[src/rtl/gray_counter.sv]
// -----------------------------------------------------------------------------
// gray_counter
// -----------------------------------------------------------------------------
// Parametrised registered Gray-code counter. It holds a binary count and the
// matching Gray code. Both are registered and updated on the same clock edge.
// The Gray register is loaded from the next-state binary value, not decoded
// after the flop. Downstream logic, such as a CDC synchroniser, therefore sees
// a glitch-free value. On each count step exactly one Gray bit changes,
// including the step that wraps.
//
// Features:
//   - up/down counting, one step per enabled cycle
//   - synchronous load of a binary or Gray value (Gray loads are converted
//     to binary before being stored)
//   - wrap-around (WRAP = 1) or saturation (WRAP = 0) at the limits
//   - registered at_max / at_min flags and a one-cycle wrap pulse
//
// Priority at each rising edge: load > en > hold.
//
// Parameters:
//   WIDTH  count width in bits (>= 2)
//   WRAP   1 = wrap around at the limits, 0 = saturate at the limits
//
// Ports:
//   clk           in   rising-edge clock
//   rst_n         in   asynchronous active-low reset
//   en            in   count enable
//   up            in   direction: 1 = increment, 0 = decrement
//   load          in   synchronous load strobe, overrides en
//   load_val      in   [WIDTH] value to load
//   load_is_gray  in   1 = load_val is Gray-coded, 0 = binary
//   q_bin         out  [WIDTH] registered binary count
//   q_gray        out  [WIDTH] registered Gray count (q_bin ^ (q_bin >> 1))
//   wrap          out  one-cycle pulse in the cycle the wrapped value appears
//   at_max        out  registered, q_bin == 2^WIDTH-1
//   at_min        out  registered, q_bin == 0
// -----------------------------------------------------------------------------
module gray_counter #(
  parameter int unsigned WIDTH = 4,
  parameter bit          WRAP  = 1'b1
) (
  input  logic             clk,
  input  logic             rst_n,
  input  logic             en,
  input  logic             up,
  input  logic             load,
  input  logic [WIDTH-1:0] load_val,
  input  logic             load_is_gray,
  output logic [WIDTH-1:0] q_bin,
  output logic [WIDTH-1:0] q_gray,
  output logic             wrap,
  output logic             at_max,
  output logic             at_min
);

  localparam logic [WIDTH-1:0] MAX_VAL = '1;
  localparam logic [WIDTH-1:0] MIN_VAL = '0;
  localparam logic [WIDTH-1:0] ONE     = {{(WIDTH-1){1'b0}}, 1'b1};

  // ---------------------------------------------------------------------------
  // Code conversions
  // ---------------------------------------------------------------------------
  function automatic logic [WIDTH-1:0] bin_to_gray(input logic [WIDTH-1:0] b);
    return b ^ (b >> 1);
  endfunction

  // Gray-to-binary conversion runs as a prefix XOR from the MSB down:
  // b[MSB] = g[MSB], then b[i] = b[i+1] ^ g[i].
  function automatic logic [WIDTH-1:0] gray_to_bin(input logic [WIDTH-1:0] g);
    logic [WIDTH-1:0] b;
    b            = '0;
    b[WIDTH-1]   = g[WIDTH-1];
    for (int i = int'(WIDTH) - 2; i >= 0; i--) begin
      b[i] = b[i+1] ^ g[i];
    end
    return b;
  endfunction

  // ---------------------------------------------------------------------------
  // State
  // ---------------------------------------------------------------------------
  logic [WIDTH-1:0] bin_q,    bin_d;
  logic [WIDTH-1:0] gray_q,   gray_d;
  logic             wrap_q,   wrap_d;
  logic             at_max_q, at_max_d;
  logic             at_min_q, at_min_d;

  // Limit detection on the current count. It steers the wrap/saturate choice.
  logic cur_is_max;
  logic cur_is_min;

  assign cur_is_max = (bin_q == MAX_VAL);
  assign cur_is_min = (bin_q == MIN_VAL);

  // ---------------------------------------------------------------------------
  // Next-state logic
  // ---------------------------------------------------------------------------
  // NOTE: every signal driven here gets a default first. That keeps any path
  // through the if/else tree from leaving a value unassigned, which would
  // infer a latch.
  always_comb begin
    bin_d  = bin_q;
    wrap_d = 1'b0;

    if (load) begin
      // Load wins over en. wrap stays low even when the loaded value is a limit.
      bin_d = load_is_gray ? gray_to_bin(load_val) : load_val;
    end else if (en) begin
      if (up) begin
        if (cur_is_max) begin
          if (WRAP) begin
            bin_d  = MIN_VAL;
            wrap_d = 1'b1;
          end
          // Saturating build: hold at the top.
        end else begin
          bin_d = bin_q + ONE;
        end
      end else begin
        if (cur_is_min) begin
          if (WRAP) begin
            bin_d  = MAX_VAL;
            wrap_d = 1'b1;
          end
          // Saturating build: hold at the bottom.
        end else begin
          bin_d = bin_q - ONE;
        end
      end
    end

    // Derive Gray and the flags from the next binary value, so every output
    // is registered and updates on the same edge as q_bin.
    gray_d   = bin_to_gray(bin_d);
    at_max_d = (bin_d == MAX_VAL);
    at_min_d = (bin_d == MIN_VAL);
  end

  // ---------------------------------------------------------------------------
  // Registers
  // ---------------------------------------------------------------------------
  // NOTE: non-blocking assignments here keep every flop sampling its
  // pre-edge value. Blocking assignments would make the result depend on
  // statement order.
  always_ff @(posedge clk or negedge rst_n) begin
    if (!rst_n) begin
      // NOTE: all state is reset, including the flags. at_min resets high
      // because a count of 0 is at the bottom limit.
      bin_q    <= MIN_VAL;
      gray_q   <= MIN_VAL;
      wrap_q   <= 1'b0;
      at_max_q <= 1'b0;
      at_min_q <= 1'b1;
    end else begin
      bin_q    <= bin_d;
      gray_q   <= gray_d;
      wrap_q   <= wrap_d;
      at_max_q <= at_max_d;
      at_min_q <= at_min_d;
    end
  end

  // ---------------------------------------------------------------------------
  // Outputs: driven straight from flops, with no input-to-output combinational path.
  // ---------------------------------------------------------------------------
  assign q_bin  = bin_q;
  assign q_gray = gray_q;
  assign wrap   = wrap_q;
  assign at_max = at_max_q;
  assign at_min = at_min_q;

endmodule
[config.mk]
export PLATFORM = sky130hd
export DESIGN_NAME = gray_counter
export DESIGN_NICKNAME = d
export VERILOG_FILES = /design/src/rtl/gray_counter.sv
export SDC_FILE = /design/constraint.sdc
export NUM_CORES = 1
export LEC_CHECK = 0
export ABC_CLOCK_PERIOD_IN_PS = 2500
export CAP_MARGIN = 40
export CORE_AREA = 4 4 45 47
export DETAILED_ROUTE_END_ITERATION = 12
export DIE_AREA = 0 0 49 51
export PLACE_DENSITY = 0.74
export SLEW_MARGIN = 10
export SYNTH_ARGS = -nofsm -noshare
export SYNTH_HDL_FRONTEND = slang
export SYNTH_SLANG_ARGS = --single-unit
export TNS_END_PERCENT = 5
[constraint.sdc]
create_clock -name clk -period 2.5 [get_ports clk]
set_input_delay 0.75 -clock clk [delete_from_list [all_inputs] [get_ports clk]]
set_output_delay 0.75 -clock clk [all_outputs]
set_load 0.01 [all_outputs]
# Word level (Yosys, flattened, before mapping)
# Cells that the tools add are included.
# classes
n_eq_ne	2
n_reduce_logical	2
addsub	2
bitwise_logic	4
mux	11
# ops
operator	n
4-bit 2-to-1 mux	5
4-bit equality test (second input constant)	2
4-bit zero test	2
1-bit 2-to-1 mux	5
4-bit by 1-bit adder with 4-bit output (second input constant)	1
4-bit by 1-bit subtractor with 4-bit output (second input constant)	1
4-bit by 3-bit XOR with 4-bit output	1
3-bit 2-to-1 mux	1
1-bit XOR	3
# word_totals
regBits	11
output_inout_bits	11
input_bits	10
word_cells	26

# Longest topological paths before layout
# Gate-level depths: netlist of run 1.
# depth
ltp_word	6
ltp_mapped	9
depth_no_buf	9

# Least setup slack after synthesis of run 1
# OpenSTA, ideal clock, no wires.
# synth_path
kind	in2reg
from	input port load_val[2]
to	register at_max_q (netlist: at_max)
required_ns	2.381
arrival_time_ns	1.784
cell_stages	6
slack_ns	0.597
path_cell_list	xor3_1 > nand2_1 > xor2_1 > mux2i_1 > ha_1 > and2_1
# synth_via
elab_chain_len	6
# synth_lines
item	line	rtl
from (decl)	47	input logic [WIDTH-1:0] load_val,
1-bit XOR (3 in series)	74	b[i] = b[i+1] ^ g[i];
3-bit 2-to-1 mux	107	bin_d = load_is_gray ? gray_to_bin(load_val) : load_val;
4-bit 2-to-1 mux	105	if (load) begin
net bin_d[0]	82	logic [WIDTH-1:0] bin_q, bin_d;
4-bit equality test	135	at_max_d = (bin_d == MAX_VAL);
net at_max_d	85	logic at_max_q, at_max_d;
to (signal assigned)	158	at_max_q <= at_max_d;
to (decl)	85	
# The timed path passes the listed nets, and every way through them passes these cells.

# Final worst setup path of run 1
# layout_path
from	input port up
to	register at_min_q (netlist: at_min)
# layout_via
elab_chain_len	4
# layout_lines
item	line	rtl
from (decl)	45	input logic up,
4-bit 2-to-1 mux	109	if (up) begin
4-bit 2-to-1 mux	108	end else if (en) begin
4-bit 2-to-1 mux	105	
4-bit zero test	136	at_min_d = (bin_d == MIN_VAL);
net at_min_d	86	logic at_min_q, at_min_d;
to (signal assigned)	159	at_min_q <= at_min_d;
to (decl)	86	
# The timed path passes the listed nets, and every way through them passes these cells.

==> results.txt, run 1 <==
- The flow ran to the end, and the final reports show no timing, DRC or antenna violations.
* Multi-input gate area: 416.7 sq um
* GR Util met2: 20.22%
* Most congested layer reported by global routing: met2
- Smallest hold slack: 725.9 ps
- When the netlist entered floorplanning its net count stood at 88.
- Across the run, the number of max-cap violations was 0.
- Cell area after synthesis: 710.7 sq um
- Vias in the first global route: 556
* Type of the setup path with the least slack: input port to register
- Met3 routing resource usage after global routing: 1.749%
* TritonRoute pass-1 iters: 4
- Number of register bits inferred by synthesis: 10
- The die covers 0.002499 sq mm.
* Post-CTS resize count: 0
- After clock tree synthesis, the clock-pin slew on the worst setup and hold paths is 60 ps.
- The cell sitting at the root of the clock tree is a sky130_fd_sc_hd__clkbuf_4.
- Yosys synthesis warning count: 0
- Share of the synthesized area in compound gates (AO/OA/AOI/OAI): 13.38%
- After synthesis, flip-flops and latches occupy 35.39% of the total area.
- For hold timing, the worst endpoint is wrap.
- Primary FF master, synth: sky130_fd_sc_hd__dfrtp_1
- The most common cell in the synthesized netlist is sky130_fd_sc_hd__dfrtp_1.
* Share of post-route cells with drive strength above 1: 14.29%
* Overall track demand over capacity in global routing: 11.81%
- DR vias/cell: 5.296
- In this run the count of I/O pins placed on the die edge is 21.
- Setup repair after global routing missed its margin: no
- Final antenna-violating net count: 0
* Lkg Pwr: 0.4484 nW
* Pin slew with the least headroom to its limit: 433.8 ps
- Register-to-register setup slack: 600 ps
* Worst-case reg-to-reg path depth: 9
* Utilization of the core after routing: 59.24%
* Synthesized area per cell: 9.735 sq um
- Synth top cells by count: sky130_fd_sc_hd__dfrtp_1 (9), sky130_fd_sc_hd__inv_1 (6), sky130_fd_sc_hd__ha_1 (5)
- For the worst setup path, the data required time is 2680 ps.
- STA classifies the critical path startpoint as an input port.
* Final global-route overflow total: 0
- From synthesis to final layout, the design area changed by 37.68%.
- Count of antenna diodes in the layout: 0
- Starting utilization of the core area: 43.03%
* Max Slew Vio Count: 0
- Cts bufs inserted: 3
- TritonCTS built the clock tree.
- In this run the critical register-to-register path is captured at at_min.
- The synthesized netlist devotes 22.54% of its cell area to simple gates.
- The number of hold buffers added after CTS was 0.
* Clock Sinks: 10
- Beginning of the worst register-to-register path: q_bin[0]
* Path category of the worst min-delay check: register to register
- Number of rows created at floorplan: 15
- For the final database, setup skew stands at 1.672 ps.
- Library cells used by synthesis: 35
- In the final routed layout, each cell accounts on average for 12.06 microns.
- In this run, placement finished with an instance count of 111.
- Worst-case headroom to the max-slew limit: 70.99%
- Xor/xnor share of the synthesized area: 8.275%
- In this run, the number of DRC markers left after iteration 0 of detailed routing was 5.
* Worst IR Drop VDD: 233.8 uV
- WP data arrival: 2420 ps
- DRC violation count after routing: 0
- Hold Crit Start: q_bin[2]
- Synthesis produced a netlist whose cell count is 73.
- Fill cells in the final layout number 150.
- After synthesis, the largest family of logic cells by area is simple AND/OR/NAND/NOR gates.
* Post-synth EDFFs: 0
- For this block, the via count after detailed routing is 609.
- Post-CTS timing repair inserted 0 buffers for setup.
- The die is 51 microns tall.
* Min-Delay Path Depth: 2
- Post-synthesis adder-cell area fraction: 8.803%
- Floorplan Core Area: 0.001652 sq mm
- Of all nets on the critical path, the largest fanout is 5.
* Net count of the finished layout: 114
* Clk_lat worst skew: 250 ps
- The finished layout holds 115 standard cells, fillers aside.
- Measured against the total synthesized area, the mux share comes to 5.634%.
* # setup viols final: 0
- Clock Path Buffers: 2
- Final period demand of the worst path: 2234 ps
- After layout, the worst path uses 89.36% of the clock period.
- The final layout contains routed wiring with a total length of 1.387 mm.
- Across the whole layout, storage elements account for 251.5 sq um.
- Power spread over the standard cell area amounts to 616.7 mW/mm^2.
- Maximum clock frequency: 0.4476 GHz
* Maximum level of the CTS H-tree: 1
- sky130_fd_sc_hd__dfrtp_1 takes more of the synthesized area than any other cell.
- Fraction of post-synthesis cell area in the top cell type by area: 31.69%
* Pin count of the biggest net entering global routing: 12
- Met1 Usage GRT: 14.03%
- Hold violation count in the final report: 0
- For this run, asynchronously set or reset flops after synthesis account for 100.0%.
- STA classifies the critical path endpoint as a register.
* First-pass GRT wire length: 2.332 mm
- Top cells by area in the synthesized netlist: sky130_fd_sc_hd__dfrtp_1 (32%), sky130_fd_sc_hd__ha_1 (8.8%), sky130_fd_sc_hd__mux2_4 (4.2%)
* Buffers on Ports: 20
* Last weighted congestion value of the routability-driven placer: 0.6816
* Post-detail-place hpwl: 1.155 mm
- Initial antenna violation count: 0
* Die Width: 49 microns
critical path, stage by stage:
cell                              delay, ps
sky130_fd_sc_hd__clkdlybuf4s50_1        570
sky130_fd_sc_hd__and3_1                 200
sky130_fd_sc_hd__o21ai_0                 80
sky130_fd_sc_hd__a31oi_1                280
sky130_fd_sc_hd__mux2_4                 200
sky130_fd_sc_hd__ha_1                   130
sky130_fd_sc_hd__nand4_1                 70
sky130_fd_sc_hd__a21oi_1                140
cells in the final DEF, fill, tap and decap left out, types with 4 or more instances in the layout:
cell type and instances:
sky130_fd_sc_hd__buf_4 4, sky130_fd_sc_hd__clkdlybuf4s50_1 20, sky130_fd_sc_hd__dfrtp_1 9, sky130_fd_sc_hd__ha_1 5, sky130_fd_sc_hd__inv_1 6, sky130_fd_sc_hd__nand2_1 4, sky130_fd_sc_hd__nand3_1 4, sky130_fd_sc_hd__o21ai_0 4
registers in the layout (all words and copies together) (netlist names):
| signal | flops |
|---|---|
| at_max | 1 |
| at_min | 1 |
| q_bin | 4 |
| q_gray | 3 |
| wrap | 1 |
per-stage QoR:
step / total power [W] / setup TNS (ps) / setup slack [ps] / instance area (sq um)
5_1_grt: 0.0006464 / 0 / 81.34 / 978.4
6_report: 0.0006034 / 0 / 265.9 / 978.4
4_1_cts: 0.0006122 / 0 / 253.1 / 978.4
3_3_place_gp: 0.0004640 / 0 / 8.005 / 942.2
2_1_floorplan: 0.0003531 / 0 / 596.6 / 710.7
3_5_place_dp: 0.0004698 / -18.55 / -11.03 / 942.2
where the power goes:
part	internal (W)	total (W)	switching, W
Clock	0.0000882	0.000139	0.0000512
Combinational	0.000138	0.000240	0.000102
Sequential	0.000193	0.000224	0.0000305
metal layers:
layer | wire length (microns) | part of all wire [%]
met1 | 577 | 42
met4 | 0 | 0
met3 | 75 | 5.4
met5 | 0 | 0
met2 | 734 | 53
area by class of cell:
type	count	area share [%]
clock buffer	4	3.708
inverter	6	2.302
multi-input combinational	54	42.58
timing repair buffer	24	23.53
tap	17	2.174
sequential	10	25.70
logic make-up (layout without fill, tap and decap cells):
kind of cell | count (synthesis) | after routing
AND/OR/NAND/NOR | 27 | 27
AO/OA/AOI/OAI | 14 | 14
flip-flops | 10 | 10
buffers and inverters | 9 | 34
adder cells (fa/ha/maj) | 5 | 5
XOR/XNOR | 5 | 5
multiplexers | 3 | 3
worst max path at each step:
stage	from	endpoint	slack, ps	depth (start not counted)
3_5_place_dp	load_val[2]	at_min	-10	8
3_3_place_gp	up	at_max	8	7
4_1_cts	up	at_min	250	8
2_1_floorplan	load_val[2]	at_max	600	6
5_1_grt	up	at_min	80	8
6_report	up	at_min	270	8
Power figures use the tool's default switching activity.
==> run 2, diff against run 1 <==
ABC_CLOCK_PERIOD_IN_PS = 2150   (was 2500)
clock period = 2.15 ns   (was 2.5 ns; I/O delays follow)
==> run 2 against run 1 <==
Sequential power up 17%. Worst hold slack worse by 36 ps. Combinational power up 30%. Via count up 6.4%. Sequential share of layout area down 2.7 points. Core utilization up 6.8 points. Global-route usage up 1.6 points. Power up 22%. Sequential cell count unchanged.
==> results.txt, run 2 (synthesis results as in run 1) <==
* Max-cap violation count: 0
* CP required: 1500 ps
- Most common cell after layout, fill and taps aside: sky130_fd_sc_hd__clkdlybuf4s50_1
- Final Cycle Share: 93.02%
- In this run the worst hold path is classified as input port to async pin.
- TritonRoute pass-1 iters: 4
* Clock Sinks: 10
- Setup violations remaining at the end of the flow were counted as 0.
- Max Slew Vio Count: 0
- Buffers on Ports: 20
- CTS clock-pin slew for the worst setup and hold paths: 70 ps
- Cell count along the critical path: 1
- No sink is reached through more buffers than the 2 on the longest clock path.
- Post-detail-place hpwl: 1.236 mm
- Number of flip-flops under the largest register name: 4
* Synth-to-layout area growth: 53.52%
* Worst IR Drop VDD: 384.9 uV
* Pin count of the biggest net entering global routing: 12
* Overall track demand over capacity in global routing: 13.43%
- The largest single stage delay on the critical path is 600 ps.
- The critical path is of the register to primary output type.
- Cell chosen for the clock root: sky130_fd_sc_hd__clkbuf_4
- WL per Instance: 12.50 microns
* Hold violation count in the final report: 0
- The die is 51 microns tall.
* Net count of the finished layout: 123
- Using the TritonRoute via totals, the vias-per-cell ratio works out to 5.226.
* Family with the most delay on the worst path: buffers and inverters
- Traced cell by cell, the critical path runs through clkdlybuf4s50_1.
- In this run, post-CTS hold repair placed 0 buffers.
* First-pass GRT wire length: 2.635 mm
* TritonCTS clock tree: done
- Dividing total power by cell area gives a power density of 675.0 mW/mm^2.
- Io pins: 21
* Floorplan Core Area: 0.001652 sq mm
- For the worst flop-to-flop path, the logic depth is 9.
- The clock period could shrink to 2000 ps.
* Setup repair after global routing missed its margin: no
* Maximum clock frequency: 0.5000 GHz
- Of all nets on the critical path, the largest fanout is 10.
- For this design, the slowest cell found on the critical path is sky130_fd_sc_hd__clkdlybuf4s50_1.
- Vias in the first global route: 602
- Total number of vias: 648
- Worst slack at placement: -286.6 ps
- DRC violation count after routing: 0
- The top cell types in the final layout, fill and taps aside, are sky130_fd_sc_hd__clkdlybuf4s50_1 (16), sky130_fd_sc_hd__buf_4 (13), sky130_fd_sc_hd__dfrtp_1 (9).
* Final antenna-violating net count: 0
- The floorplan has 15 rows.
* WP data arrival: 1360 ps
* Lkg Pwr: 0.5269 nW
* Worst setup SP type: register
* Final global-route overflow total: 0
- Worst-case headroom to the max-slew limit: 71.16%
- At the later pin of the worst-skew pair, clock insertion delay measures 260 ps.
- After layout, the worst setup slack is 150.0 ps.
- Last weighted congestion value of the routability-driven placer: 0.7020
- The flow ran to the end, and the final reports show no timing, DRC or antenna violations.
- The detailed router finished its first iteration with 8 violations.
- The initial utilization of the core area, before any placement, comes to 43.03%.
- Final worst clock skew: 6.838 ps
- For this run, the share of the core covered by cells in the final layout is 66.06%.
* Crit. End Element: primary output
* Share of post-route cells with drive strength above 1: 27.10%
- Maximum level of the CTS H-tree: 1
* Die Width: 49 microns
* Initial antenna violation count: 0
- At the pin with the least slew margin, the transition time is 431.3 ps.
- Count of antenna diodes in the layout: 0
* Die Area: 0.002499 sq mm
* Cts bufs inserted: 3
* Post-detailed-routing wire length: 1.550 mm
- Bufs and invs on worst path: 1
-- run 2: changes by cell type in the layout (fill, tap and decap cells not counted), sizes merged --
cell / delta
dlygate4sd2: +1
clkdlybuf4s50: -4
dlymetal6s2s: +3
buf: +9
-- run 2: power breakdown --
part / internal (W) / total [W] / switching (W)
clock network: 0.000102 / 0.000164 / 0.0000618
registers: 0.000225 / 0.000261 / 0.0000366
logic: 0.000178 / 0.000311 / 0.000132
-- run 2: timing repair --
action / CTS / global route
setup endpoints to repair: 1 / 2
gates resized for setup: 1 / 10
buffers inserted: 0 / 0
pin swaps: 3 / 5
-- run 2: worst paths after layout --
path / start / end / slack, ps
max: q_bin[2] / q_bin[2] / 150
min: rst_n / q_gray[1] / 690
max reg2reg: q_bin[0] / at_min / 170
min reg2reg: q_bin[2] / wrap / 690
max in group asynchronous: rst_n / at_min / 1130
min in group clk: q_bin[2] / wrap / 690
-- run 2: layout make-up --
class	count	area, sq um
fillers	151	560.5
multi-input cells	54	455.4
repair buffers	33	304.0
flip-flops and latches	10	251.5
clock buffers	4	36.28
inverters	6	22.52
well taps	17	21.27
-- run 2: routing by layer --
| layer | up-vias | routed length [microns] | global-route usage, % |
|---|---|---|---|
| met1 | 300 | 618 | 15.51 |
| met4 | 0 | 23 | 5.830 |
| met2 | 21 | 813 | 23.26 |
| li1 | 325 | - | - |
| met5 | - | 0 | 0 |
| met3 | 2 | 94 | 3.499 |
-- run 2: metrics by stage --
step	total power, W	cell area, sq um	TNS (ps)	std cells	hold slack (ps)
finish	0.0007364	1091	0	124	689.9
detailed placement	0.0005636	1010	-1026	120	680.1
CTS	0.0007271	1045	0	124	684.9
global placement	0.0005536	1010	-916.1	120	676.8
floorplan	0.0004105	710.7	0	73	349.4
global route	0.0007894	1091	0	124	711.5
